===== src/rtl/fm_sample_scheduler.sv =====
// fm_sample_scheduler: buffers unsigned UART audio bytes in a small FIFO and
// releases them as signed samples on a fixed-rate tick. It handles prefill
// before playback, underrun (silence and return to prefill) and overflow
// (sticky flag; the byte is dropped).
module fm_sample_scheduler #(
  parameter int CLK_DIV = 7812,
  parameter int DEPTH   = 16,
  parameter int PREFILL = 8
) (
  input  logic                     i_clk,
  input  logic                     i_rst_n,
  input  logic [7:0]               i_dat,
  input  logic                     i_dat_vld,
  output logic [7:0]               o_sample,
  output logic                     o_sample_stb,
  output logic                     o_playing,
  output logic                     o_overflow,
  output logic [15:0]              o_underrun_cnt,
  output logic [$clog2(DEPTH):0]   o_level
);

  localparam int CW = $clog2(CLK_DIV);
  localparam int AW = $clog2(DEPTH);
  localparam int LW = AW + 1;
  localparam logic [CW-1:0] CNT_MAX     = CW'(CLK_DIV - 1);
  localparam logic [LW-1:0] FULL_LVL    = LW'(DEPTH);
  localparam logic [LW-1:0] PREFILL_LVL = LW'(PREFILL);
  localparam logic [LW-1:0] LVL_ONE     = LW'(1);
  localparam logic [AW-1:0] PTR_ONE     = AW'(1);

  typedef enum logic [0:0] {ST_IDLE = 1'b0, ST_PLAY = 1'b1} state_e;

  // Unsigned byte to signed sample: subtracting 128 is a flip of the MSB.
  function automatic logic [7:0] to_signed_sample(input logic [7:0] b);
    return b ^ 8'h80;
  endfunction

  logic [CW-1:0] cnt_q, cnt_d;
  logic [7:0]    mem_q [DEPTH];
  logic [AW-1:0] wr_ptr_q, wr_ptr_d, rd_ptr_q, rd_ptr_d;
  logic [LW-1:0] level_q, level_d;
  logic          overflow_q, overflow_d;
  state_e        state_q, state_d;
  logic [7:0]    sample_q, sample_d;
  logic          stb_q, stb_d;
  logic [15:0]   ucnt_q, ucnt_d;

  logic tick_s, full_s, pop_s, wr_acc_s;
  logic [7:0] head_s;

  // Tick fires on the last count of each audio sample period; no bypass of
  // same-cycle writes, so pop decisions use the registered level only.
  assign tick_s   = (cnt_q == CNT_MAX);
  assign cnt_d    = tick_s ? {CW{1'b0}} : cnt_q + CW'(1);
  assign full_s   = (level_q == FULL_LVL);
  assign head_s   = mem_q[rd_ptr_q];
  assign pop_s    = tick_s && (((state_q == ST_IDLE) && (level_q >= PREFILL_LVL)) ||
                               ((state_q == ST_PLAY) && (level_q != {LW{1'b0}})));
  // A write into a full FIFO still fits when the head leaves in the same cycle.
  assign wr_acc_s = i_dat_vld && (!full_s || pop_s);
  assign wr_ptr_d = wr_acc_s ? wr_ptr_q + PTR_ONE : wr_ptr_q;
  assign rd_ptr_d = pop_s ? rd_ptr_q + PTR_ONE : rd_ptr_q;
  assign overflow_d = overflow_q | (i_dat_vld & full_s & ~pop_s);

  // Occupancy update: +1 on accepted write, -1 on pop, unchanged on both.
  always_comb begin
    level_d = level_q;
    case ({wr_acc_s, pop_s})
      2'b10:   level_d = level_q + LVL_ONE;
      2'b01:   level_d = level_q - LVL_ONE;
      default: level_d = level_q;
    endcase
  end

  // Free-running sample-rate divider.
  always_ff @(posedge i_clk or negedge i_rst_n) begin
    if (!i_rst_n) begin
      cnt_q <= {CW{1'b0}};
    end else begin
      cnt_q <= cnt_d;
    end
  end

  // FIFO pointers, occupancy and sticky overflow flag.
  always_ff @(posedge i_clk or negedge i_rst_n) begin
    if (!i_rst_n) begin
      wr_ptr_q   <= {AW{1'b0}};
      rd_ptr_q   <= {AW{1'b0}};
      level_q    <= {LW{1'b0}};
      overflow_q <= 1'b0;
    end else begin
      wr_ptr_q   <= wr_ptr_d;
      rd_ptr_q   <= rd_ptr_d;
      level_q    <= level_d;
      overflow_q <= overflow_d;
    end
  end

  // FIFO storage; contents are meaningless after reset since pointers clear.
  always_ff @(posedge i_clk) begin
    if (wr_acc_s) begin
      mem_q[wr_ptr_q] <= i_dat;
    end
  end

  // Playback state register.
  always_ff @(posedge i_clk or negedge i_rst_n) begin
    if (!i_rst_n) begin
      state_q <= ST_IDLE;
    end else begin
      state_q <= state_d;
    end
  end

  // Next state: start playing on a prefilled tick, stop on an empty tick.
  always_comb begin
    state_d = state_q;
    case (state_q)
      ST_IDLE: begin
        if (tick_s && pop_s) state_d = ST_PLAY;
        else                 state_d = ST_IDLE;
      end
      ST_PLAY: begin
        if (tick_s && !pop_s) state_d = ST_IDLE;
        else                  state_d = ST_PLAY;
      end
      default: state_d = ST_IDLE;
    endcase
  end

  // Output next-values: every tick strobes a sample, silence when nothing pops.
  always_comb begin
    sample_d = sample_q;
    stb_d    = 1'b0;
    ucnt_d   = ucnt_q;
    if (tick_s) begin
      stb_d = 1'b1;
      if (pop_s) begin
        sample_d = to_signed_sample(head_s);
      end else begin
        sample_d = 8'h00;
        if ((state_q == ST_PLAY) && (ucnt_q != 16'hFFFF)) begin
          ucnt_d = ucnt_q + 16'd1;
        end else begin
          ucnt_d = ucnt_q;
        end
      end
    end else begin
      sample_d = sample_q;
      stb_d    = 1'b0;
    end
  end

  // Registered sample outputs and underrun counter.
  always_ff @(posedge i_clk or negedge i_rst_n) begin
    if (!i_rst_n) begin
      sample_q <= 8'h00;
      stb_q    <= 1'b0;
      ucnt_q   <= 16'd0;
    end else begin
      sample_q <= sample_d;
      stb_q    <= stb_d;
      ucnt_q   <= ucnt_d;
    end
  end

  assign o_sample       = sample_q;
  assign o_sample_stb   = stb_q;
  assign o_playing      = (state_q == ST_PLAY);
  assign o_overflow     = overflow_q;
  assign o_underrun_cnt = ucnt_q;
  assign o_level        = level_q;

endmodule

===== config.mk =====
export PLATFORM = sky130hd
export DESIGN_NAME = fm_sample_scheduler
export DESIGN_NICKNAME = d
export VERILOG_FILES = /design/src/rtl/fm_sample_scheduler.sv
export SDC_FILE = /design/constraint.sdc
export NUM_CORES = 1
export LEC_CHECK = 0
export ABC_AREA = 1
export BUFFER_PORTS_ARGS = -buffer_cell sky130_fd_sc_hd__clkbuf_2
export CORE_ASPECT_RATIO = 1.1
export CORE_UTILIZATION = 55
export CTS_CLUSTER_SIZE = 40
export DETAILED_ROUTE_END_ITERATION = 10
export PLACE_DENSITY = 0.76
export SETUP_SLACK_MARGIN = 0.5
export SLEW_MARGIN = 5
export SYNTH_ARGS = -nofsm -noshare
export SYNTH_HDL_FRONTEND = slang
export SYNTH_SLANG_ARGS = --single-unit

===== constraint.sdc =====
create_clock -name i_clk -period 2.01 [get_ports i_clk]
set_clock_uncertainty 0.05 [all_clocks]
set_input_delay 0.201 -clock i_clk [delete_from_list [all_inputs] [get_ports i_clk]]
set_output_delay 0.201 -clock i_clk [all_outputs]
set_load 0.01 [all_outputs]

==> results.sh <==
export IMPL_outcome="complete, but fails checks"
export IMPL_violations="negative setup slack"
export IMPL_maxSlewViolCount=0
export IMPL_crit_type="flop to flop"
export IMPL_syn_to_final_growth_pct=34.1
export IMPL_die_w_um=116
export IMPL_fmax_mhz=475
export IMPL_fp_row_count=45
export IMPL_vias=6276
export IMPL_die_y_um=128
export IMPL_r2r_start="cnt_q[0]"
export IMPL_ant_nets=0
export IMPL_grtUsageTotal=0.296
export IMPL_wl_per_cell_um=21.3
export IMPL_cts_buffers=17
export IMPL_design_portCount=43
export IMPL_netlist_area_leader_share=0.485
export IMPL_drive_above_1_share=0.374
export IMPL_synth_common_cells="178 x nand2_1, 128 x edfxtp_1, 55 x inv_1"
export IMPL_clkSlewWorstSetupHoldPaths_ns=0.07
export IMPL_dp_hpwl_um=12300
export IMPL_yosys_warnings=0
export IMPL_cp_top_family="simple AND/OR/NAND/NOR gates"
export IMPL_crit_buf_inv=2
export IMPL_ys_types=39
export IMPL_crit_path_max_fanout=8
export IMPL_overflow=0
export IMPL_drt_pass1_iter_count=7
export IMPL_finalCritPeriodShare=1.05
export IMPL_crit_path_top_delay_cell="dfrtp_1"
export IMPL_die_area_sq_um=14900
export IMPL_instances_no_fill=1036
export IMPL_fin_nets=855
export IMPL_h_tree_depth=4
export IMPL_synth_top_cell_by_area="edfxtp_1"
export IMPL_postSynth_asyncResetShare=0.293
export IMPL_grt_max_degree=54
export IMPL_drv_cap=0
export IMPL_syn_avg_cell_area_sq_um=11.0
export IMPL_min_from="i_dat[0]"
export IMPL_ys_top_cells_by_area="edfxtp_1 48%, dfrtp_1 17%, nand2_1 8.4%"
export IMPL_power_leakage_nw=4.18
export IMPL_yosysMostFrequentCell="nand2_1"
export IMPL_fillers=856
export IMPL_vias_per_cell=6.06
export IMPL_endpoint_kind="flop"
export IMPL_timing_slew_headroom=0.668
export IMPL_totalWireLength_um=22100
export IMPL_cts_root_buffer="clkbuf_16"
export IMPL_gp_congestion=0.871
export IMPL_drc=0
export IMPL_syn_inst=723
export IMPL_path_cells="ha_2 > nand2_1 > nor2_1 > nand2_1 > nor2_4 > inv_2 > nand2_4 > nand2_4 > clkinv_8 > nand2_8 > nor2_4"
export IMPL_peakVddDrop_uv=813
export IMPL_clock_sinks=181
export IMPL_cts_buffer_depth=2
export IMPL_rsz0062_at_grt="yes"
export IMPL_min_period_ns=2.11
export IMPL_hold_violations=0
export IMPL_p_per_area_nw_per_um2=883
export IMPL_slowest_delay_ns=0.38
export IMPL_multi_input_area_sq_um=3200
export IMPL_synth_edf_count=128
export IMPL_syn_cell_area_sq_um=7930
export IMPL_critPathLaunch="cnt_q[0]"
export IMPL_synth_seq_cells=181
export IMPL_r2r_setup_slack_ns=-0.1
export IMPL_insertion_delay_ns=0.45
export IMPL_cts_tree="built"
export IMPL_final_util=0.761
export IMPL_finalSetupTns_ns=-7.35
export IMPL_fin_ws_ns=-0.0950
export IMPL_coreArea_sq_um=14000
export IMPL_startpoint_type="flop"
export IMPL_worstPathRequired_ns=2.09
export IMPL_antenna_found_initial=0
export IMPL_worstMarginPinSlew_ns=0.498
export IMPL_drt_first_iter_violations=819
export IMPL_io_buffers=42
export IMPL_dpl_cell_count=951
export IMPL_setup_viol=131
export IMPL_initial_core_util=0.568
export IMPL_diodes=0
export IMPL_grt_pass1_vias=6031
export IMPL_grt_pass1_wl_um=31800
export IMPL_yosysSeqAreaShare=0.652
export IMPL_crit_arrival_ns=2.18
export IMPL_synthFlopType="edfxtp_1"
export IMPL_synth_fp_nets=743
export IMPL_hold_class="input port to flop"
export IMPL_register_area_sq_um=5180
through the flow:
step | setup slack (ns) | cell area [sq um] | total power, mW | hold slack [ns]
4_1_cts | 0.0381 | 9980 | 9.22 | 0.208
6_report | -0.0950 | 10600 | 9.39 | 0.226
2_1_floorplan | 0.127 | 8140 | 5.40 | -0.145
5_1_grt | -0.232 | 10600 | 9.70 | 0.232
3_3_place_gp | 0.0406 | 8710 | 5.82 | 0.168
3_5_place_dp | 0.00602 | 8710 | 5.87 | 0.168
routing by layer:
layer | part of all wire | GRT usage | vias to the layer above
li1 | - | - | 2754
met1 | 0.37 | 0.378 | 3076
met2 | 0.51 | 0.478 | 369
met3 | 0.081 | 0.0577 | 77
met4 | 0.037 | 0.153 | 0
met5 | 0 | 0 | -
kinds of logic (layout without fill, tap and decap cells):
logic type	count (synthesis)	in the layout	share of synthesized area
flops	181	181	0.652
fa+ha+maj	9	9	0.0142
compound gates	125	125	0.0982
simple gates	295	295	0.163
xor+xnor	27	27	0.0298
buf+inv	86	211	0.0425
sequential cells by signal, summed over array words and instances, names as in the netlist, named ones only:
register,flops
cnt_q,13
mem_q,128
o_level,5
o_overflow,1
o_sample,8
o_sample_stb,1
o_underrun_cnt,16
rd_ptr_q,4
wr_ptr_q,4
power by group:
part           leakage (nW)  switching, mW  internal, mW
combinational          2.05           1.08         0.594
sequential             1.86          0.162          4.36
clock                 0.275           1.55          1.64
layout by cell type, fill, tap and decap left out, types with 6 or more instances in the layout:
| cell | instances |
|---|---|
| dfrtp_1 | 48 |
| nor2_1 | 24 |
| a22oi_2 | 10 |
| nand3_2 | 8 |
| clkbuf_16 | 19 |
| nand2_4 | 19 |
| nor2_4 | 29 |
| buf_12 | 10 |
| nand2_1 | 132 |
| o21ai_0 | 8 |
| edfxtp_1 | 128 |
| a21oi_1 | 35 |
| clkbuf_2 | 42 |
| buf_16 | 7 |
| o21ai_1 | 12 |
| nand4_1 | 11 |
| nand3_1 | 17 |
| a21oi_2 | 16 |
| inv_8 | 6 |
| inv_1 | 42 |
| inv_2 | 11 |
| o211ai_1 | 13 |
| nor2_2 | 7 |
| buf_6 | 21 |
| xor2_1 | 22 |
| a32o_1 | 11 |
| buf_4 | 33 |
| clkinv_4 | 6 |
| nand2_2 | 27 |
repair_timing:
item | 4_1_cts | 5_1_grt
setup buffers | 25 | 17
pin swaps | 45 | 58
endpoints found under the hold margin | 53 | 0
gates resized for setup | 94 | 130
endpoints found under the setup margin | 167 | 174
cloned | 7 | 3
hold buffers | 1 | 0
path summary, 6_finish.rpt:
check | to | cells past startpoint
max | mem_q[3][1] | 11
min | mem_q[5][0] | 1
max reg2reg | mem_q[3][1] | 11
min reg2reg | o_sample[5] | 2
max in group asynchronous | cnt_q[4] | 3
min in group asynchronous | o_underrun_cnt[0] | 3
cell type report:
class | instances | share of cell area
clock inverters | 15 | 0.0132
inverters | 59 | 0.0248
repair inverters | 2 | 0.00106
repair buffers | 118 | 0.111
multi-input cells | 456 | 0.301
well taps | 188 | 0.0221
flip-flops and latches | 181 | 0.487
clock buffers | 17 | 0.0400
(Power assumes the default switching activity.)
